$ cat config.mk
export PLATFORM = sky130hd
export DESIGN_NAME = sequenciador_operandos
export DESIGN_NICKNAME = d
export VERILOG_FILES = /design/src/rtl/multiplicador_pkg.sv /design/src/rtl/registrador_operando.sv /design/src/rtl/sequenciador_operandos.sv
export SDC_FILE = /design/constraint.sdc
export NUM_CORES = 1
export LEC_CHECK = 0
export CAP_MARGIN = 25
export CORE_UTILIZATION = 40
export CTS_CLUSTER_DIAMETER = 120
export DETAILED_ROUTE_END_ITERATION = 8
export GPL_ROUTABILITY_DRIVEN = 0
export PLACE_DENSITY = 0.8
export SLEW_MARGIN = 25
export SYNTH_ARGS = -nofsm -noshare
export SYNTH_HDL_FRONTEND = slang
export SYNTH_SLANG_ARGS = --single-unit
$ cat constraint.sdc
create_clock -name clock -period 2.8 [get_ports clock]
set_clock_uncertainty 0.2 [all_clocks]
set_input_delay 0.56 -clock clock [delete_from_list [all_inputs] [get_ports clock]]
set_output_delay 0.56 -clock clock [all_outputs]
set_load 0.03 [all_outputs]
$ cat src/rtl/multiplicador_pkg.sv
// Shared constants for the multiplier operand path: demux select codes and
// the operand loader state encoding.
package multiplicador_pkg;

    localparam logic [1:0] OP_A      = 2'b00;
    localparam logic [1:0] OP_B      = 2'b01;
    localparam logic [1:0] OP_C      = 2'b10;
    localparam logic [1:0] OP_NENHUM = 2'b11;

    typedef enum logic [2:0] {
        S_OCIOSO  = 3'd0,
        S_CARGA_A = 3'd1,
        S_CARGA_B = 3'd2,
        S_CARGA_C = 3'd3,
        S_CHEIO   = 3'd4
    } estado_t;

    // Demux select code that matches the register loaded in each state.
    function automatic logic [1:0] op_do_estado(input estado_t estado);
        case (estado)
            S_CARGA_A: op_do_estado = OP_A;
            S_CARGA_B: op_do_estado = OP_B;
            S_CARGA_C: op_do_estado = OP_C;
            default:   op_do_estado = OP_NENHUM;
        endcase
    endfunction

endpackage

$ cat src/rtl/registrador_operando.sv
// Operand register with synchronous clear and load enable.
// Clear wins over load, so an aborted set never captures its last word.
module registrador_operando #(
    parameter int WIDTH = 10
) (
    input  logic             clock,
    input  logic             reset_n,
    input  logic             limpar,
    input  logic             carregar,
    input  logic [WIDTH-1:0] d,
    output logic [WIDTH-1:0] q
);

    // Holds unless cleared or loaded.
    always_ff @(posedge clock or negedge reset_n) begin
        if (!reset_n)
            q <= '0;
        else if (limpar)
            q <= '0;
        else if (carregar)
            q <= d;
    end

endmodule

$ cat src/rtl/sequenciador_operandos.sv
// Operand loader: captures A, B and C in order from the shared operand bus,
// drives the demux select to match, and holds the set until acknowledged.
//
// state     | meaning
// ----------+----------------------------------------------
// S_OCIOSO  | idle, no set being loaded, select none
// S_CARGA_A | waiting for word A, select A
// S_CARGA_B | waiting for word B, select B
// S_CARGA_C | waiting for word C, select C
// S_CHEIO   | set complete, held until consumir
module sequenciador_operandos
    import multiplicador_pkg::*;
#(
    parameter int WIDTH = 10
) (
    input  logic             clock,
    input  logic             reset_n,
    input  logic             iniciar,
    input  logic             cancelar,
    input  logic [WIDTH-1:0] entrada,
    input  logic             entrada_valida,
    output logic             entrada_pronta,
    output logic [1:0]       op,
    output logic [WIDTH-1:0] a,
    output logic [WIDTH-1:0] b,
    output logic [WIDTH-1:0] c,
    output logic             operandos_prontos,
    input  logic             consumir,
    output logic [7:0]       conjuntos
);

    estado_t estado, proximo;
    logic    transferencia;
    logic    abortar;
    logic    carga_a, carga_b, carga_c;

    // Moore outputs decoded from the registered state only.
    always_comb begin
        op                = op_do_estado(estado);
        entrada_pronta    = 1'b0;
        operandos_prontos = 1'b0;
        case (estado)
            S_CARGA_A, S_CARGA_B, S_CARGA_C: entrada_pronta    = 1'b1;
            S_CHEIO:                         operandos_prontos = 1'b1;
            default: ;
        endcase
    end

    assign abortar       = cancelar & entrada_pronta;
    assign transferencia = entrada_valida & entrada_pronta & ~abortar;
    assign carga_a       = transferencia & (estado == S_CARGA_A);
    assign carga_b       = transferencia & (estado == S_CARGA_B);
    assign carga_c       = transferencia & (estado == S_CARGA_C);

    // State register.
    always_ff @(posedge clock or negedge reset_n) begin
        if (!reset_n)
            estado <= S_OCIOSO;
        else
            estado <= proximo;
    end

    // Next-state logic; cancel overrides any transfer in a load state.
    always_comb begin
        proximo = estado;
        case (estado)
            S_OCIOSO:  if (iniciar) proximo = S_CARGA_A;
            S_CARGA_A: if (abortar) proximo = S_OCIOSO;
                       else if (transferencia) proximo = S_CARGA_B;
            S_CARGA_B: if (abortar) proximo = S_OCIOSO;
                       else if (transferencia) proximo = S_CARGA_C;
            S_CARGA_C: if (abortar) proximo = S_OCIOSO;
                       else if (transferencia) proximo = S_CHEIO;
            S_CHEIO:   if (consumir) proximo = iniciar ? S_CARGA_A : S_OCIOSO;
            default:   proximo = S_OCIOSO;
        endcase
    end

    // Completed-set counter, wraps naturally at 8 bits.
    always_ff @(posedge clock or negedge reset_n) begin
        if (!reset_n)
            conjuntos <= '0;
        else if (carga_c)
            conjuntos <= conjuntos + 8'd1;
    end

    registrador_operando #(.WIDTH(WIDTH)) u_reg_a (
        .clock(clock), .reset_n(reset_n), .limpar(abortar),
        .carregar(carga_a), .d(entrada), .q(a)
    );

    registrador_operando #(.WIDTH(WIDTH)) u_reg_b (
        .clock(clock), .reset_n(reset_n), .limpar(abortar),
        .carregar(carga_b), .d(entrada), .q(b)
    );

    registrador_operando #(.WIDTH(WIDTH)) u_reg_c (
        .clock(clock), .reset_n(reset_n), .limpar(abortar),
        .carregar(carga_c), .d(entrada), .q(c)
    );

endmodule
Word level (Yosys, flattened, before mapping)

Index checks and enable logic that the tools add are counted.

Flip-flop bits (word level): 41
Input port bits: 16
Output and inout bits: 42
Logic and storage cells: 47

$add $sub $neg: 1
Eq/ne operators: 9
Mux-type cells: 19
Bitwise gates (word level): 7
Reductions and logical operators: 6

Operators by type and width:

| cell                | count |
|---|---|
| $mux 10             | 6 |
| $mux 3              | 8 |
| $pmux 3 s5          | 1 |
| $ne 3x3->1 const B  | 3 |
| $add 8x1->8 const B | 1 |
| $and 1x1->1         | 6 |
| $eq 3x2->1 const B  | 2 |
| $pmux 2 s3          | 1 |
| $reduce_bool 2->1   | 3 |
| $reduce_and 5->1    | 1 |
| $ne 2x2->1 const B  | 2 |
| $eq 3x1->1 const B  | 1 |
| $eq 3x3->1 const B  | 1 |
| $logic_not 3->1     | 1 |
| $mux 1              | 3 |
| $reduce_or 3->1     | 1 |
| $not 1->1           | 1 |

Longest topological paths before layout

Gate-level depths: netlist of run 1.

Depth in word-level cells: 9
Mapped depth: 6
Gate-level depth less buffers: 4

By module

Synthesis of run 1 repeated with hierarchy kept, for this count alone.

Cells, all modules: 151
Area total of the unflattened synthesis: 1820.5 µm²

Modules (own cells, without submodules):

| module                 | times used | cells each | area an instance (µm²) | seq. area each (µm²) |
|---|---|---|---|---|
| registrador_operando   | 3          | 32         | 402.9                  | 250.2 |
| sequenciador_operandos | 1          | 55         | 611.8                  | 275.3 |

Worst setup path before layout of run 1

Ideal clock, no wire load.

Path kind: reg2out
Start point: register estado[0]
End point: output operandos_prontos
Arrival time: 0.983 ns
Required time: 2.040 ns
Path slack: 1.057 ns
Stages on the path, launching flop included: 5
Path buffers: 1
Cell sequence: dfrtp_1 buf_6 nor2_2 nand2_1 inv_1

Cells in the longest elaborated chain, start to end: 2

RTL lines:

| element                | RTL line                     | source |
|---|---|---|
| from (decl)            | sequenciador_operandos.sv:32 | `estado_t estado, proximo;` |
| from (signal assigned) | sequenciador_operandos.sv:60 | `estado <= proximo;` |
| $eq 3x3->1             | sequenciador_operandos.sv:42 | `case (estado)` |
| $mux 1                 | sequenciador_operandos.sv:42 |  |
| to (decl)              | sequenciador_operandos.sv:27 | `output logic operandos_prontos,` |

No other way between the ends.

Final worst setup path of run 1

Start point: register estado[2]
End point: output op[0]

Cells in the longest elaborated chain, start to end: 2
Elaborated cells on any way between the ends: 4
Those cells by class: 3 x eq/ne; 1 x mux

RTL lines:

| element                                  | RTL line                     | source |
|---|---|---|
| $eq 3x2->1 or $eq 3x1->1 (tied branches) | multiplicador_pkg.sv:20      | `case (estado)` |
| $pmux 2 s3 *                             | multiplicador_pkg.sv:20      |  |
| to (decl)                                | sequenciador_operandos.sv:23 | `output logic [1:0] op,` |

Every way passes the cells marked *; elsewhere a longest branch is shown, timed or not.

==> metrics.txt, run 1 <==
# TYPE chip_impl_metric gauge
chip_impl_info{name="outcome",value="finished clean"} 1
chip_impl_metric{name="cts.clk_slew.worst_paths",unit="ns"} 0.09
chip_impl_metric{name="ys_async_sr_fraction",unit=""} 1.00
chip_impl_metric{name="dr_total_vias",unit=""} 1662
chip_impl_metric{name="floorplan.rows",unit=""} 24
chip_impl_metric{name="cts_post_setup_buffers_inserted",unit=""} 0
chip_impl_metric{name="p_switching",unit="uW"} 730
chip_impl_info{name="clock-root-buffer",value="sky130_fd_sc_hd__clkbuf_8"} 1
chip_impl_metric{name="grt_util_all_layers",unit=""} 0.201
chip_impl_metric{name="final_layout_size_suffix_gt1_frac",unit=""} 0.104
chip_impl_metric{name="p_sw_frac",unit=""} 0.358
chip_impl_metric{name="die_area",unit="um^2"} 5120
chip_impl_metric{name="pwr_density_cell",unit="nW/um^2"} 769
chip_impl_metric{name="clock_power_share",unit=""} 0.282
chip_impl_metric{name="clock_insertion_delay_worst_skew",unit="ns"} 0.30
chip_impl_metric{name="overflow",unit=""} 0
chip_impl_info{name="yosysMostFrequentCell",value="sky130_fd_sc_hd__dfrtp_1"} 1
chip_impl_metric{name="avgRoutedWirePerCell",unit="um"} 16.0
chip_impl_metric{name="floorplan.die.height",unit="um"} 71.6
chip_impl_metric{name="max_freq",unit="MHz"} 383
chip_impl_info{name="worst-setup-path-type",value="reg -> out"} 1
chip_impl_metric{name="synth_area_per_cell",unit="um^2"} 9.88
chip_impl_metric{name="combinationalPowerShare",unit=""} 0.350
chip_impl_metric{name="cp_data_arrival_time",unit="ns"} 1.85
chip_impl_metric{name="io_buffers",unit=""} 57
chip_impl_metric{name="area.growth.synth_to_final",unit="%"} 36.8
chip_impl_metric{name="drc",unit=""} 0
chip_impl_metric{name="mappedNetlistNets",unit=""} 213
chip_impl_info{name="synth_area_leaders",value="sky130_fd_sc_hd__dfrtp_1 (53%), sky130_fd_sc_hd__nand3_1 (8.0%), sky130_fd_sc_hd__a21oi_1 (7.8%)"} 1
chip_impl_metric{name="sequentialPowerShare",unit=""} 0.368
chip_impl_metric{name="cts.htree.levels",unit=""} 2
chip_impl_info{name="worst_setup_path_start_kind",value="register"} 1
chip_impl_metric{name="synth.yosys.warnings",unit=""} 0
chip_impl_metric{name="buffer_levels_on_the_longest_clock_path",unit=""} 2
chip_impl_metric{name="minimum_period_implied_by_the_final_worst_setup_slack",unit="ns"} 2.61
chip_impl_info{name="yosysTopAreaCell",value="sky130_fd_sc_hd__dfrtp_1"} 1
chip_impl_metric{name="synth.yosys.seq_area_share",unit=""} 0.530
chip_impl_metric{name="internal_dissipation",unit="uW"} 1310
chip_impl_metric{name="fin_worst_hold_slack",unit="ns"} 0.190
chip_impl_metric{name="worst_max_slew_margin_expressed_relative_to_the_limit",unit=""} 0.396
chip_impl_metric{name="die_width",unit="um"} 71.6
chip_impl_info{name="cts_tree",value="built"} 1
chip_impl_metric{name="post-route-period-util",unit=""} 0.931
chip_impl_metric{name="setup-tns-final",unit="ns"} 0
chip_impl_metric{name="netlist_area",unit="um^2"} 1940
chip_impl_info{name="reg2reg_from",value="estado[2]"} 1
chip_impl_metric{name="met3_usage",unit=""} 0.0309
chip_impl_metric{name="p_leak",unit="uW"} 0.00113
chip_impl_metric{name="largest_net_degree_at_the_start_of_global_routing",unit=""} 42
chip_impl_metric{name="grt_pass1_vias",unit=""} 1569
chip_impl_metric{name="yosys_register_bits",unit=""} 41
chip_impl_metric{name="viasPerCell",unit=""} 5.50
chip_impl_metric{name="clock-sinks",unit=""} 41
chip_impl_metric{name="finalWirelength",unit="um"} 4840
chip_impl_info{name="ys.flop_type",value="sky130_fd_sc_hd__dfrtp_1"} 1
chip_impl_metric{name="tightest_slew",unit="ns"} 0.906
chip_impl_metric{name="insertedDiodeCount",unit=""} 0
chip_impl_metric{name="dr.pass1.iters",unit=""} 4
chip_impl_metric{name="vdd_ir_drop_max",unit="V"} 0.000362
chip_impl_metric{name="worst-endpoint-required",unit="ns"} 2.04
chip_impl_info{name="endpoint_kind",value="output pin"} 1
chip_impl_info{name="worst_r2r_endpoint",value="conjuntos[1]"} 1
chip_impl_metric{name="dpl.hpwl",unit="um"} 3320
chip_impl_metric{name="synthDominantCellAreaShare",unit=""} 0.530
chip_impl_metric{name="first_iter_violations",unit=""} 144
chip_impl_info{name="worstHoldPathType",value="in -> async"} 1
chip_impl_metric{name="core-area",unit="um^2"} 4500
chip_impl_metric{name="worst-r2r-setup-slack",unit="ns"} 0.94
chip_impl_metric{name="pin_count",unit=""} 58
chip_impl_metric{name="route.antenna.remaining_nets",unit=""} 0
chip_impl_metric{name="start_util",unit=""} 0.430
chip_impl_metric{name="antenna_found_initial",unit=""} 0
chip_impl_metric{name="max-cap-violations",unit=""} 0
chip_impl_metric{name="grt_util_met2",unit=""} 0.296
chip_impl_info{name="grt_most_used_layer",value="met1"} 1
chip_impl_metric{name="crit_path_max_fanout",unit=""} 12
chip_impl_metric{name="finish.net_count",unit=""} 266
chip_impl_metric{name="post_synth_num_cell_types",unit=""} 33
chip_impl_metric{name="cells_after_synthesis",unit=""} 196
chip_impl_metric{name="hold_violations",unit=""} 0
chip_impl_info{name="synth.cells.most_frequent",value="sky130_fd_sc_hd__dfrtp_1 (41), sky130_fd_sc_hd__nand3_1 (31), sky130_fd_sc_hd__a21oi_1 (30)"} 1
chip_impl_metric{name="grt_pass1_wl",unit="um"} 7960
chip_impl_info{name="rsz0062_at_grt",value="no"} 1
chip_impl_metric{name="worstRegToRegCells",unit=""} 5
chip_impl_metric{name="groute.layer.met1.usage",unit=""} 0.301
chip_impl_metric{name="final_max_slew_viol_count",unit=""} 0
chip_impl_metric{name="tritoncts_buffer_count",unit=""} 5
chip_impl_metric{name="number_of_enable_type_register_cells_in_the_synthesized_netlist",unit=""} 0
chip_impl_metric{name="setup_viol",unit=""} 0
==> logic make-up (layout without fill, tap and decap cells) <==
logic type	after synthesis	count (layout)	share of synthesized area
buf+inv	20	74	0.0595
fa+ha+maj	1	1	0.00646
compound gates	63	63	0.166
flops	41	41	0.530
xor+xnor	9	9	0.0407
mux	1	1	0.00582
simple gates	61	61	0.191
==> metrics by stage <==
| stage | total power [uW] | cell area (um^2) | util | setup slack (ns) | instances |
|---|---|---|---|---|---|
| 2_1_floorplan | 1190 | 1940 | - | 1.06 | 196 |
| 6_report | 2040 | 2650 | 0.588 | 0.192 | 302 |
| 3_3_place_gp | 1450 | 2510 | 0.557 | 0.431 | 294 |
| 5_1_grt | 2130 | 2650 | 0.588 | 0.116 | 302 |
| 4_1_cts | 2050 | 2650 | 0.587 | 0.104 | 302 |
| 3_5_place_dp | 1470 | 2510 | 0.557 | 0.395 | 294 |
==> placed cells by master (no fill, tap or decap), types with 2 or more instances in the layout <==
cell type,instances
sky130_fd_sc_hd__nor2_2,3
sky130_fd_sc_hd__nand2b_1,2
sky130_fd_sc_hd__clkbuf_8,5
sky130_fd_sc_hd__clkdlybuf4s50_1,55
sky130_fd_sc_hd__a21oi_1,30
sky130_fd_sc_hd__nor2_1,3
sky130_fd_sc_hd__inv_1,2
sky130_fd_sc_hd__nand3_1,31
sky130_fd_sc_hd__o21ai_0,5
sky130_fd_sc_hd__buf_4,6
sky130_fd_sc_hd__nand3b_1,2
sky130_fd_sc_hd__dfrtp_1,41
sky130_fd_sc_hd__xor2_1,8
sky130_fd_sc_hd__bufinv_16,2
sky130_fd_sc_hd__nand4_1,3
sky130_fd_sc_hd__nor3_2,4
sky130_fd_sc_hd__nand2_1,5
sky130_fd_sc_hd__o21ai_1,25
==> state kept, by name, indices dropped and copies added (netlist names) <==
| name | count |
|---|---|
| u_reg_b.q | 10 |
| u_reg_c.q | 10 |
| estado | 3 |
| conjuntos | 8 |
| u_reg_a.q | 10 |
==> area by class of cell <==
cell class,instances,area [um^2]
sequential,41,1030
multi-input combinational,135,795
clock inverter,3,68.8
clock buffer,5,68.8
inverter,3,11.3
timing repair buffer,63,613
tap,52,65.1
fill,389,1860
==> per-layer routing <==
layer	vias to the layer above	wire length [um]
met3	7	224
met2	56	2240
met1	797	2310
met4	0	65
met5	-	0
li1	802	-
==> worst max path at each step <==
| stage | start | endpoint | slack, ns | cells past startpoint |
|---|---|---|---|---|
| 3_3_place_gp | estado[0] | operandos_prontos | 0.43 | 4 |
| 4_1_cts | estado[0] | operandos_prontos | 0.10 | 4 |
| 2_1_floorplan | estado[0] | operandos_prontos | 1.06 | 4 |
| 3_5_place_dp | cancelar | conjuntos[1] | 0.40 | 4 |
| 6_report | estado[2] | op[0] | 0.19 | 3 |
| 5_1_grt | estado[2] | op[0] | 0.12 | 3 |
==> worst max-delay path, cell delays in order (launching register included) <==
cell	delay (ns)
sky130_fd_sc_hd__dfrtp_1	0.57
sky130_fd_sc_hd__and2b_1	0.26
sky130_fd_sc_hd__inv_2	0.06
sky130_fd_sc_hd__clkdlybuf4s50_1	0.66
==> power by group through the flow <==
stage	clock network, uW	logic [uW]	registers, uW
3_3_place_gp	0	699	754
6_report	575	713	749
4_1_cts	586	714	750
5_1_grt	611	762	761
3_5_place_dp	0	710	760
2_1_floorplan	0	310	884
==> timing repair <==
action / CTS / global route
hold buffers: 0 / 0
gates resized for setup: 0 / 1
setup endpoints to repair: 0 / 1
(Power assumes the default switching activity.)
==> inputs of run 2 (changes only) <==
--- a/config.mk
+++ b/config.mk
@@ -6,6 +6,7 @@
 export NUM_CORES = 1
 export LEC_CHECK = 0
 export CAP_MARGIN = 25
+export CORE_MARGIN = 2
 export CORE_UTILIZATION = 40
 export CTS_CLUSTER_DIAMETER = 120
 export DETAILED_ROUTE_END_ITERATION = 8
==> metrics.txt, run 2 (synthesis gave the netlist of run 1 again) <==
# TYPE chip_impl_metric gauge
chip_impl_info{name="mostFrequentLayoutCells",value="sky130_fd_sc_hd__clkdlybuf4s50_1 (56), sky130_fd_sc_hd__dfrtp_1 (41), sky130_fd_sc_hd__nand3_1 (31)"} 1
chip_impl_metric{name="tightest_slew",unit="ns"} 0.389
chip_impl_metric{name="vdd_ir_drop_max",unit="V"} 0.000384
chip_impl_metric{name="area.growth.synth_to_final",unit="%"} 37.4
chip_impl_metric{name="final_layout_size_suffix_gt1_frac",unit=""} 0.107
chip_impl_metric{name="setup-tns-final",unit="ns"} 0
chip_impl_metric{name="max-cap-violations",unit=""} 0
chip_impl_metric{name="finalWirelength",unit="um"} 4650
chip_impl_metric{name="post-place-ws",unit="ns"} 0.457
chip_impl_metric{name="clock_insertion_delay_worst_skew",unit="ns"} 0.28
chip_impl_metric{name="drc",unit=""} 0
chip_impl_metric{name="hold_violations",unit=""} 0
chip_impl_metric{name="pin_count",unit=""} 58
chip_impl_info{name="outcome",value="finished clean"} 1
chip_impl_metric{name="core-area",unit="um^2"} 4690
chip_impl_metric{name="io_buffers",unit=""} 57
chip_impl_metric{name="grt_util_all_layers",unit=""} 0.182
chip_impl_metric{name="crit_path_max_fanout",unit=""} 11
chip_impl_metric{name="insertedDiodeCount",unit=""} 0
chip_impl_metric{name="minimum_period_implied_by_the_final_worst_setup_slack",unit="ns"} 2.67
chip_impl_metric{name="first_iter_violations",unit=""} 136
chip_impl_metric{name="finalWorstSetupSlack",unit="ns"} 0.133
chip_impl_metric{name="cts.htree.levels",unit=""} 2
chip_impl_metric{name="pwr_density_cell",unit="nW/um^2"} 734
chip_impl_metric{name="floorplan.die.height",unit="um"} 73.6
chip_impl_metric{name="cpPeakStageDelay",unit="ns"} 0.66
chip_impl_metric{name="instances_no_fill",unit=""} 306
chip_impl_metric{name="worst_max_slew_margin_expressed_relative_to_the_limit",unit=""} 0.741
chip_impl_info{name="endpoint_kind",value="output pin"} 1
chip_impl_metric{name="dr.pass1.iters",unit=""} 4
chip_impl_info{name="largestRegisters",value="u_reg_a.q x10, u_reg_b.q x10, u_reg_c.q x10"} 1
chip_impl_metric{name="layout.core_utilization",unit=""} 0.567
chip_impl_metric{name="antenna_found_initial",unit=""} 0
chip_impl_metric{name="viasPerCell",unit=""} 5.50
chip_impl_metric{name="route.antenna.remaining_nets",unit=""} 0
chip_impl_metric{name="floorplan.rows",unit=""} 25
chip_impl_metric{name="post-route-period-util",unit=""} 0.953
chip_impl_metric{name="dp_cells",unit=""} 296
chip_impl_metric{name="worst-endpoint-required",unit="ns"} 2.04
chip_impl_info{name="worstHoldPathType",value="reg -> reg"} 1
chip_impl_metric{name="avgRoutedWirePerCell",unit="um"} 15.2
chip_impl_metric{name="grt_pass1_vias",unit=""} 1471
chip_impl_metric{name="clock-sinks",unit=""} 41
chip_impl_metric{name="p_leak",unit="uW"} 0.00112
chip_impl_metric{name="die_area",unit="um^2"} 5410
chip_impl_metric{name="largest_net_degree_at_the_start_of_global_routing",unit=""} 42
chip_impl_metric{name="tritoncts_buffer_count",unit=""} 5
chip_impl_metric{name="buffer_levels_on_the_longest_clock_path",unit=""} 2
chip_impl_metric{name="overflow",unit=""} 0
chip_impl_info{name="clock-root-buffer",value="sky130_fd_sc_hd__clkbuf_8"} 1
chip_impl_metric{name="dr_total_vias",unit=""} 1682
chip_impl_metric{name="cp_data_arrival_time",unit="ns"} 1.91
chip_impl_metric{name="final_max_slew_viol_count",unit=""} 0
chip_impl_metric{name="finish.net_count",unit=""} 268
chip_impl_info{name="cts_tree",value="built"} 1
chip_impl_info{name="layout.cells.most_common",value="sky130_fd_sc_hd__clkdlybuf4s50_1"} 1
chip_impl_metric{name="cts.clk_slew.worst_paths",unit="ns"} 0.07
chip_impl_metric{name="grt_pass1_wl",unit="um"} 7560
chip_impl_info{name="crit_chain",value="nor2_2 > nand2_1 > inv_1 > clkdlybuf4s50_1"} 1
chip_impl_info{name="timing.critical_path.slowest_stage_cell",value="sky130_fd_sc_hd__clkdlybuf4s50_1"} 1
chip_impl_metric{name="fin_worst_hold_slack",unit="ns"} 0.275
chip_impl_metric{name="start_util",unit=""} 0.413
chip_impl_metric{name="setup_viol",unit=""} 0
chip_impl_metric{name="dpl.hpwl",unit="um"} 3230
chip_impl_info{name="rsz0062_at_grt",value="no"} 1
chip_impl_info{name="worst_setup_path_start_kind",value="register"} 1
chip_impl_metric{name="die_width",unit="um"} 73.6
chip_impl_metric{name="max_freq",unit="MHz"} 375
chip_impl_info{name="worst-setup-path-type",value="reg -> out"} 1
-- run 2: layout make-up --
| class | count | area, um^2 |
|---|---|---|
| well taps | 54 | 67.6 |
| clock buffers | 6 | 82.6 |
| flip-flops and latches | 41 | 1030 |
| repair buffers | 65 | 641 |
| inverters | 3 | 11.3 |
| multi-input cells | 135 | 795 |
| fillers | 427 | 2030 |
| clock inverters | 2 | 37.5 |
-- run 2: final timing paths --
kind	from	end	slack (ns)	cells past startpoint
max	estado[0]	operandos_prontos	0.13	4
min	conjuntos[7]	conjuntos[7]	0.28	1
max reg2reg	estado[2]	conjuntos[1]	1.02	5
min reg2reg	conjuntos[7]	conjuntos[7]	0.28	1
max in group asynchronous	reset_n	estado[2]	1.49	3
min in group asynchronous	reset_n	estado[0]	0.47	2
-- run 2: critical path: cells and delay by family, from the launching register on --
kind | cells | cell delay, ns
buffers and inverters | 2 | 0.74
and+or+nand+nor | 2 | 0.38
DFF | 1 | 0.51
-- run 2: repair_timing --
action,4_1_cts,5_1_grt
hold buffers,0,1
buffers inserted,0,0
gates resized for setup,0,0
endpoints found under the hold margin,0,9
-- run 2: layer usage --
metal / part of all wire / GRT usage
met1: 0.48 / 0.285
met2: 0.46 / 0.252
met3: 0.058 / 0.0425
met4: 0.0037 / 0.0465
met5: 0 / 0
-- run 2: stage by stage --
stage               total power (uW)  area, um^2
floorplan                       1190        1940
global placement                1460        2510
detailed placement              1470        2510
CTS                             1960        2630
global route                    2060        2660
finish                          1950        2660
-- run 2: report_power, final --
part | internal, uW | switching [uW] | leakage, uW
combinational | 278 | 436 | 0.000498
clock | 290 | 203 | 0.0000574
sequential | 674 | 70.5 | 0.000563
total | 1240 | 710 | 0.00112
==> inputs of run 3 (changes only) <==
--- a/config.mk
+++ b/config.mk
@@ -12,6 +12,7 @@
 export DETAILED_ROUTE_END_ITERATION = 8
 export GPL_ROUTABILITY_DRIVEN = 0
 export PLACE_DENSITY = 0.8
+export RECOVER_POWER = 50
 export SLEW_MARGIN = 25
 export SYNTH_ARGS = -nofsm -noshare
 export SYNTH_HDL_FRONTEND = slang
==> constraint.sdc (replaced) <==
create_clock -name clock -period 3.05 [get_ports clock]
set_clock_uncertainty 0.2 [all_clocks]
set_input_delay 0.61 -clock clock [delete_from_list [all_inputs] [get_ports clock]]
set_output_delay 0.61 -clock clock [all_outputs]
set_load 0.03 [all_outputs]
==> metrics.txt, run 3 (synthesis gave the netlist of run 1 again) <==
# TYPE chip_impl_metric gauge
chip_impl_info{name="outcome",value="complete, but fails checks"} 1
chip_impl_info{name="failed_checks",value="capacitance limit, slew limit"} 1
chip_impl_metric{name="largest_net_degree_at_the_start_of_global_routing",unit=""} 42
chip_impl_metric{name="cts_post_setup_buffers_inserted",unit=""} 0
chip_impl_metric{name="clock-sinks",unit=""} 41
chip_impl_metric{name="drc",unit=""} 0
chip_impl_metric{name="p_leak",unit="uW"} 0.00108
chip_impl_metric{name="cp_data_arrival_time",unit="ns"} 1.99
chip_impl_metric{name="route.antenna.remaining_nets",unit=""} 0
chip_impl_info{name="worst_r2r_endpoint",value="conjuntos[1]"} 1
chip_impl_metric{name="worst-endpoint-required",unit="ns"} 2.24
chip_impl_metric{name="die_area",unit="um^2"} 5410
chip_impl_metric{name="die_width",unit="um"} 73.6
chip_impl_metric{name="finalWirelength",unit="um"} 4650
chip_impl_info{name="cts_tree",value="built"} 1
chip_impl_metric{name="start_util",unit=""} 0.413
chip_impl_metric{name="first_iter_violations",unit=""} 102
chip_impl_metric{name="pwr_density_cell",unit="nW/um^2"} 655
chip_impl_metric{name="grt_util_all_layers",unit=""} 0.177
chip_impl_metric{name="insertedDiodeCount",unit=""} 0
chip_impl_metric{name="overflow",unit=""} 0
chip_impl_metric{name="worst-r2r-setup-slack",unit="ns"} 0.91
chip_impl_metric{name="cp_buf_inv_count",unit=""} 2
chip_impl_metric{name="dr.pass1.iters",unit=""} 4
chip_impl_info{name="rsz0062_at_grt",value="no"} 1
chip_impl_info{name="layout.cells.most_common",value="sky130_fd_sc_hd__clkdlybuf4s50_1"} 1
chip_impl_metric{name="pin_count",unit=""} 58
chip_impl_metric{name="minimum_period_implied_by_the_final_worst_setup_slack",unit="ns"} 2.80
chip_impl_metric{name="area.growth.synth_to_final",unit="%"} 31.7
chip_impl_metric{name="finish.net_count",unit=""} 263
chip_impl_info{name="min_delay_worst_endpoint",value="conjuntos[7]"} 1
chip_impl_metric{name="hold_violations",unit=""} 0
chip_impl_info{name="largestRegisters",value="u_reg_a.q x10, u_reg_b.q x10, u_reg_c.q x10"} 1
chip_impl_metric{name="grt_pass1_wl",unit="um"} 7460
chip_impl_metric{name="core-area",unit="um^2"} 4690
chip_impl_metric{name="dr_total_vias",unit=""} 1650
chip_impl_info{name="worst-setup-path-type",value="reg -> out"} 1
chip_impl_metric{name="post_cts.resized_instances",unit=""} 0
chip_impl_info{name="worst_setup_path_start_kind",value="register"} 1
chip_impl_metric{name="worstRegToRegCells",unit=""} 3
chip_impl_info{name="timing.critical_path.slowest_stage_cell",value="sky130_fd_sc_hd__clkdlybuf4s50_1"} 1
chip_impl_metric{name="timing.hold.worst_path_depth",unit=""} 1
chip_impl_metric{name="grt_pass1_vias",unit=""} 1552
chip_impl_info{name="critPathTopFamily",value="buffers and inverters"} 1
chip_impl_metric{name="io_buffers",unit=""} 57
chip_impl_metric{name="post-route-period-util",unit=""} 0.917
chip_impl_metric{name="max_freq",unit="MHz"} 357
chip_impl_metric{name="final_design_area_no_fill",unit="um^2"} 2550
chip_impl_metric{name="placed_cell_area",unit="um^2"} 2490
chip_impl_metric{name="final_layout_size_suffix_gt1_frac",unit=""} 0.0610
chip_impl_metric{name="floorplan.rows",unit=""} 25
chip_impl_metric{name="layout.filler_cells",unit=""} 431
chip_impl_metric{name="clock_insertion_delay_worst_skew",unit="ns"} 0.28
chip_impl_info{name="reg2reg_from",value="estado[1]"} 1
chip_impl_metric{name="cts_hold_buffers",unit=""} 0
chip_impl_info{name="clock-root-buffer",value="sky130_fd_sc_hd__clkbuf_8"} 1
chip_impl_metric{name="viasPerCell",unit=""} 5.50
chip_impl_metric{name="cts.htree.levels",unit=""} 2
chip_impl_info{name="worstHoldPathType",value="reg -> reg"} 1
chip_impl_info{name="endpoint_kind",value="output pin"} 1
chip_impl_info{name="mostFrequentLayoutCells",value="sky130_fd_sc_hd__clkdlybuf4s50_1 (53), sky130_fd_sc_hd__dfrtp_1 (41), sky130_fd_sc_hd__nand3_1 (31)"} 1
chip_impl_metric{name="avgRoutedWirePerCell",unit="um"} 15.5
chip_impl_metric{name="tritoncts_buffer_count",unit=""} 5
chip_impl_metric{name="vdd_ir_drop_max",unit="V"} 0.000287
chip_impl_metric{name="cts.clk_slew.worst_paths",unit="ns"} 0.07
chip_impl_metric{name="max-cap-violations",unit=""} 1
chip_impl_metric{name="tightest_slew",unit="ns"} 2.17
chip_impl_metric{name="crit_path_max_fanout",unit=""} 17
chip_impl_metric{name="dpl.hpwl",unit="um"} 3260
chip_impl_metric{name="antenna_found_initial",unit=""} 0
chip_impl_metric{name="floorplan.die.height",unit="um"} 73.6
chip_impl_metric{name="setup_viol",unit=""} 0
chip_impl_metric{name="setup-tns-final",unit="ns"} 0
chip_impl_metric{name="cpPeakStageDelay",unit="ns"} 0.66
chip_impl_metric{name="buffer_levels_on_the_longest_clock_path",unit=""} 2
chip_impl_info{name="crit_chain",value="nor2_2 > nand2_1 > inv_1 > clkdlybuf4s50_1"} 1
chip_impl_metric{name="final_max_slew_viol_count",unit=""} 42
chip_impl_metric{name="worst_max_slew_margin_expressed_relative_to_the_limit",unit=""} -0.446
chip_impl_info{name="hold_path_startpoint",value="conjuntos[7]"} 1
==> run 3: changes by cell type in the layout (fill, tap and decap cells not counted), moves of 2 or more <==
cell | previous run | this run
sky130_fd_sc_hd__o21ai_0 | 5 | 9
sky130_fd_sc_hd__o21ai_1 | 25 | 21
sky130_fd_sc_hd__buf_4 | 6 | 3
sky130_fd_sc_hd__clkdlybuf4s50_1 | 56 | 53
sky130_fd_sc_hd__nor3_1 | 1 | 4
sky130_fd_sc_hd__nor3_2 | 4 | 1
sky130_fd_sc_hd__dlygate4sd3_1 | 1 | 3
==> run 3: layer usage <==
metal  track usage  part of all wire
met4        0.0545            0.0090
met2         0.288              0.46
met3        0.0384             0.070
met5             0                 0
met1         0.238              0.46
==> run 3: layout make-up <==
class / count / area [um^2] / share of cell area
Inverter: 3 / 11.3 / 0.00442
Clock inverter: 1 / 7.51 / 0.00294
Multi-Input combinational cell: 135 / 768 / 0.301
Sequential cell: 41 / 1030 / 0.402
Clock buffer: 6 / 82.6 / 0.0324
Tap cell: 54 / 67.6 / 0.0265
Timing Repair Buffer: 60 / 587 / 0.230
==> run 3: where the power goes <==
part	leakage, uW	switching, uW	total (uW)	internal, uW
registers	0.000563	70.1	689	619
clock network	0.0000433	176	355	179
logic	0.000469	387	627	239
==> run 3: metrics by stage <==
stage	utilization	setup WS (ns)	hold slack, ns	cells	total power (uW)
2_1_floorplan	-	1.26	0.114	196	1100
3_3_place_gp	0.530	0.593	0.263	293	1330
3_5_place_dp	0.530	0.563	0.280	293	1330
4_1_cts	0.549	0.232	0.272	300	1690
5_1_grt	0.543	0.152	0.301	300	1750
6_report	0.543	0.252	0.274	300	1670
==> run 3: how the worst max path moves through the flow <==
stage                         start           endpoint  slack, ns  depth (start not counted)
after CTS                 estado[1]  operandos_prontos       0.23                          4
final                     estado[1]  operandos_prontos       0.25                          4
after global placement    estado[1]  operandos_prontos       0.59                          4
after floorplan           estado[0]  operandos_prontos       1.26                          4
after detailed placement  estado[1]  operandos_prontos       0.56                          4
after global routing      estado[1]  operandos_prontos       0.15                          4
==> patch 1, RTL diff (settings of run 1) <==
Reset style: synchronous (`reset_n`), changed in 3 clocked blocks.
--- a/src/rtl/registrador_operando.sv
+++ b/src/rtl/registrador_operando.sv
@@ -12,7 +12,7 @@
 );
 
     // Holds unless cleared or loaded.
-    always_ff @(posedge clock or negedge reset_n) begin
+    always_ff @(posedge clock) begin
         if (!reset_n)
             q <= '0;
         else if (limpar)
--- a/src/rtl/sequenciador_operandos.sv
+++ b/src/rtl/sequenciador_operandos.sv
@@ -53,7 +53,7 @@
     assign carga_c       = transferencia & (estado == S_CARGA_C);
 
     // State register.
-    always_ff @(posedge clock or negedge reset_n) begin
+    always_ff @(posedge clock) begin
         if (!reset_n)
             estado <= S_OCIOSO;
         else
@@ -77,7 +77,7 @@
     end
 
     // Completed-set counter, wraps naturally at 8 bits.
-    always_ff @(posedge clock or negedge reset_n) begin
+    always_ff @(posedge clock) begin
         if (!reset_n)
             conjuntos <= '0;
         else if (carga_c)
Behaviour: differs if reset_n is asserted again (counterexample within 4 cycles, from zero or initial values and one cycle with reset_n low); with reset_n held inactive, the same outputs for 10 cycles.
==> patch 1 against run 1 <==
  * Highest routed layer unchanged
  * Sequential cell count did not move
  * Die area decreased by 7.7%
  * Critical endpoint is now operandos_prontos
  * Final area is 5.7% lower
  * Wire length down 5.1%
  * Synthesized area is 7.9% lower
  * Worst setup slack worse by 0.075 ns
  * Fmax shrank 2.8%
Power is not compared: it rests on default switching activity, and its combinational part moved more than twofold at a synthesized area within 25%.
==> patch 1: results (changes against run 1) <==
Status - finished, final reports clean (unchanged)
1st-iter DRT viols - 177 (was 144)
CTS max path bufs - 2 (unchanged)
Nets - 282 (was 266)
Area of the multi-input gates - 883 um2 (was 795 um2)
Arr. time, crit path - 1.92 ns (was 1.85 ns)
Detailed-placement wirelength estimate - 3210 um (was 3320 um)
Vias - 1781 (was 1662)
Final worst-path cycle share - 0.958 (was 0.931)
All-layer global routing usage - 0.210 (was 0.201)
CP Max Fanout - 13 (was 12)
CTS root buffer - clkbuf_8 (unchanged)
Clk_lat worst skew - 0.29 ns
Largest net degree at the start of global routing - 31 (was 42)
Leakage power - 0.803 nW
M3 GR Usage - 0.0477 (was 0.0309)
Metal3 WL - 339 um (was 224 um)
Fillers - 388 (was 389)
First-pass GRT wire length - 7320 um (was 7960 um)
Worst-path clk slew - 0.07 ns (was 0.09 ns)
Post-synthesis net count - 230 (was 213)
Routed wire per std cell - 14.6 um (was 16.0 um)
FF-to-FF setup slack - 0.64 ns (was 0.94 ns)
Vias in the first global route - 1556 (was 1569)
Async set or reset register ratio after synthesis - 0 (was 1.00)
Initial antenna violation count - 0 (unchanged)
Post-synth cell types - 38 (was 33)
Global routing usage on met2 - 0.327 (was 0.296)
Global routing usage on met1 - 0.280 (was 0.301)
Syn avg cell area - 8.37 um2 (was 9.88 um2)
Placed Cells - 308 (was 294)
Slew HR - 0.630 (was 0.396)
Share of layout cells above drive strength 1 - 0.0717 (was 0.104)
Synth top area cells - dfxtp_1, a21oi_1, o21ai_0, nand3_1, clkbuf_1 (was dfrtp_1, nand3_1, a21oi_1, o21ai_1, xor2_1)
HP Class - reg2reg (was in2async)
Post-synthesis sequential area ratio - 0.460 (was 0.530)
Routed wl met2 - 2160 um (was 2240 um)
FF-to-FF path depth - 4 (was 5)
Placement Setup Slack - 0.302 ns (was 0.395 ns)
Worst r2r dst - conjuntos[3] (was conjuntos[1])
Post-synth top cells - dfxtp_1, a21oi_1, o21ai_0 (was dfrtp_1, nand3_1, a21oi_1)
Reg2reg start - estado[1] (was estado[2])
CP endpoint - operandos_prontos (was op[0])
Met1 WL - 2030 um (was 2310 um)
DR vias/cell - 5.65 (was 5.50)
Max incr delay on CP - 0.67 ns
DP Area - 2390 um2 (was 2510 um2)
Setup crit start - estado[0] (was estado[2])
-- patch 1: cell type report --
| type | count | area share |
|---|---|---|
| clock buffer | 5 | 0.0276 |
| timing repair buffer | 63 | 0.246 |
| clock inverter | 2 | 0.0140 |
| inverter | 3 | 0.00451 |
| multi-input combinational | 151 | 0.354 |
| tap | 50 | 0.0251 |
| sequential | 41 | 0.329 |
-- patch 1: power breakdown --
part           internal [mW]  total (mW)  switching, mW  leakage [nW]
sequential             0.591       0.607         0.0158         0.331
combinational         0.0707       0.171          0.100         0.419
clock                  0.259       0.461          0.202        0.0540
total                  0.921        1.24          0.318         0.803
-- patch 1: through the flow --
stage                     total power [mW]  hold WS, ns
after floorplan                      0.716        0.379
after global placement               0.788        0.265
after detailed placement             0.790        0.269
after CTS                             1.24        0.279
after global routing                  1.28        0.296
final                                 1.24        0.283
-- patch 1: worst register-to-register path: cells and delay by family, from the launching register on --
family | cells | cell delay, ns
flip-flops | 1 | 0.37
AO/OA/AOI/OAI | 2 | 0.71
buffers and inverters | 2 | 0.75
-- patch 1: cells by family (layout without fill, tap and decap cells) --
kind of cell | after synthesis | after routing | share of synthesized area
compound gates | 81 | 81 | 0.246
simple gates | 66 | 66 | 0.220
flops | 41 | 41 | 0.460
buf+inv | 21 | 73 | 0.0519
xor+xnor | 2 | 2 | 0.00983
fa+ha+maj | 1 | 1 | 0.00702
mux | 1 | 1 | 0.00561
-- patch 1: worst min path at each step --
stage                      start           end  cells after the start
global placement    u_reg_c.q[6]  u_reg_c.q[6]                      2
finish              u_reg_b.q[9]  u_reg_b.q[9]                      2
global route        u_reg_b.q[8]  u_reg_b.q[8]                      2
floorplan              estado[1]  conjuntos[3]                      2
detailed placement  u_reg_a.q[5]  u_reg_a.q[5]                      2
CTS                 u_reg_a.q[5]  u_reg_a.q[5]                      2
==> patch 2, RTL diff (settings of run 1) <==
Without the edit above. `WIDTH` is set to 10 in 2 places; all go to 5.
--- a/src/rtl/registrador_operando.sv
+++ b/src/rtl/registrador_operando.sv
@@ -1,7 +1,7 @@
 // Operand register with synchronous clear and load enable.
 // Clear wins over load, so an aborted set never captures its last word.
 module registrador_operando #(
-    parameter int WIDTH = 10
+    parameter int WIDTH = 5
 ) (
     input  logic             clock,
     input  logic             reset_n,
--- a/src/rtl/sequenciador_operandos.sv
+++ b/src/rtl/sequenciador_operandos.sv
@@ -11,7 +11,7 @@
 module sequenciador_operandos
     import multiplicador_pkg::*;
 #(
-    parameter int WIDTH = 10
+    parameter int WIDTH = 5
 ) (
     input  logic             clock,
     input  logic             reset_n,
Ports: changed (resized a, b, c and entrada); port bits go from 58 to 38. The function was not compared with the original's and may differ.
==> patch 2 against run 1 <==
  * Wire length shrank 45%
  * Largest cell class unchanged
  * Synthesized area shrank 34%
  * Combinational power shrank 0.7%
  * Critical endpoint is now operandos_prontos
  * Utilization shrank 2.9 points
  * Total power shrank 30%
  * Final area shrank 36%
  * Sequential cell count shrank 15
  * Worst setup slack lost 0.049 ns
==> patch 2: results (changes against run 1) <==
All-layer global routing usage - 0.170 (was 0.201)
Fin Hold WS - 0.286 ns (was 0.190 ns)
Worst-path clk slew - 0.13 ns (was 0.09 ns)
Status - finished, final reports clean (unchanged)
Most flop-heavy register - conjuntos
Nets - 162 (was 266)
CTS root buffer - clkbuf_4 (was clkbuf_8)
Async set or reset register ratio after synthesis - 1.00 (unchanged)
First-pass iteration count of the detailed router - 4 (unchanged)
Share of layout cells above drive strength 1 - 0.122 (was 0.104)
Post-synthesis net count - 125 (was 213)
H-tree depth - 1 (was 2)
First-pass GRT wire length - 4420 um (was 7960 um)
Final ANT Viol Nets - 0 (unchanged)
CP Max Fanout - 11 (was 12)
Post-synth top cells - dfrtp_1, nor2_1, mux2i_1 (was dfrtp_1, nand3_1, a21oi_1)
Setup crit start - estado[1] (was estado[2])
Leakage power - 0.750 nW (was 1.13 nW)
VDD IR max - 410 uV (was 362 uV)
PortBufs - 37 (was 57)
Post-synthesis sequential area ratio - 0.506 (was 0.530)
Clk network pwr share - 0.108 (was 0.282)
Worst slew pin tran - 0.401 ns (was 0.906 ns)
1st-iter DRT viols - 13 (was 144)
Net Sw Power - 0.594 mW (was 0.730 mW)
Final worst path period need - 2.66 ns (was 2.61 ns)
Ys Warns - 0 (unchanged)
CP endpoint - operandos_prontos (was op[0])
Final non-filler cell total - 192 (was 302)
Max incr delay on CP - 0.66 ns (about the same)
FF-to-FF setup slack - 1.10 ns (was 0.94 ns)
Post-synth cell types - 30 (was 33)
Vias - 953 (was 1662)
Syn avg cell area - 11.4 um2 (was 9.88 um2)
Detailed-placement wirelength estimate - 1970 um (was 3320 um)
Largest net degree at the start of global routing - 27 (was 42)
Arr. time, crit path - 1.90 ns (was 1.85 ns)
CTS max path bufs - 2 (unchanged)
Worst r2r dst - conjuntos[6] (was conjuntos[1])
Placement Setup Slack - 0.434 ns (was 0.395 ns)
FF-to-FF path depth - 3 (was 5)
Vias in the first global route - 979 (was 1569)
Power Clock - 0.153 mW (was 0.575 mW)
Routed wire per std cell - 13.9 um (was 16.0 um)
CTS buffer count - 3 (was 5)
Synth top area cells - dfrtp_1, mux2i_1, nor2_1, xor2_1, and4bb_2 (was dfrtp_1, nand3_1, a21oi_1, o21ai_1, xor2_1)
HP Class - reg2reg (was in2async)
Reg2reg start - estado[0] (was estado[2])
Fillers - 285 (was 389)
Comb group - 0.708 mW (was 0.713 mW)
DP Area - 1680 um2 (was 2510 um2)
Max reg flops - 8
## patch 2: cell types whose count changed after synthesis, sizes merged, moves of 3 or more
| cell | delta |
|---|---|
| a21oi | -25 |
| and3 | +3 |
| buf | -9 |
| dfrtp | -15 |
| mux2i | +11 |
| nand3 | -24 |
| nand3b | -3 |
| nor2 | +7 |
| nor3 | -3 |
| o21ai | -25 |
## patch 2: kinds of logic after synthesis
| family | Yosys count | synth area share |
|---|---|---|
| muxes | 13 | 0.103 |
| and+or+nand+nor | 40 | 0.203 |
| adders and majority gates | 1 | 0.00974 |
| AOI/OAI and AO/OA | 14 | 0.0643 |
| buffers and inverters | 10 | 0.0467 |
| xor gates and xnor gates | 9 | 0.0672 |
| DFF | 26 | 0.506 |
## patch 2: cell type report
cell class	count	area [um2]	share of cell area
flip-flops and latches	26	651	0.382
multi-input cells	77	577	0.338
repair buffers	40	393	0.230
well taps	44	55.1	0.0323
clock buffers	3	22.5	0.0132
inverters	2	7.51	0.00440
## patch 2: layer usage
| metal | global-route usage | part of all wire | up-vias |
|---|---|---|---|
| met1 | 0.212 | 0.44 | 460 |
| met2 | 0.297 | 0.49 | 27 |
| met4 | 0.0510 | 0.0038 | 0 |
| li1 | - | - | 464 |
| met3 | 0.0374 | 0.060 | 2 |
| met5 | 0 | 0 | - |
## patch 2: how the worst min path moves through the flow
| stage | start | to |
|---|---|---|
| after floorplan | reset_n | conjuntos[0] |
| after global placement | conjuntos[7] | conjuntos[7] |
| final | conjuntos[7] | conjuntos[7] |
| after CTS | conjuntos[7] | conjuntos[7] |
| after detailed placement | conjuntos[7] | conjuntos[7] |
| after global routing | conjuntos[7] | conjuntos[7] |
## patch 2: timing repair
item / in CTS / in global routing
buffers inserted: 0 / 0
endpoints found under the setup margin: 0 / 1
gates resized for setup: 0 / 1
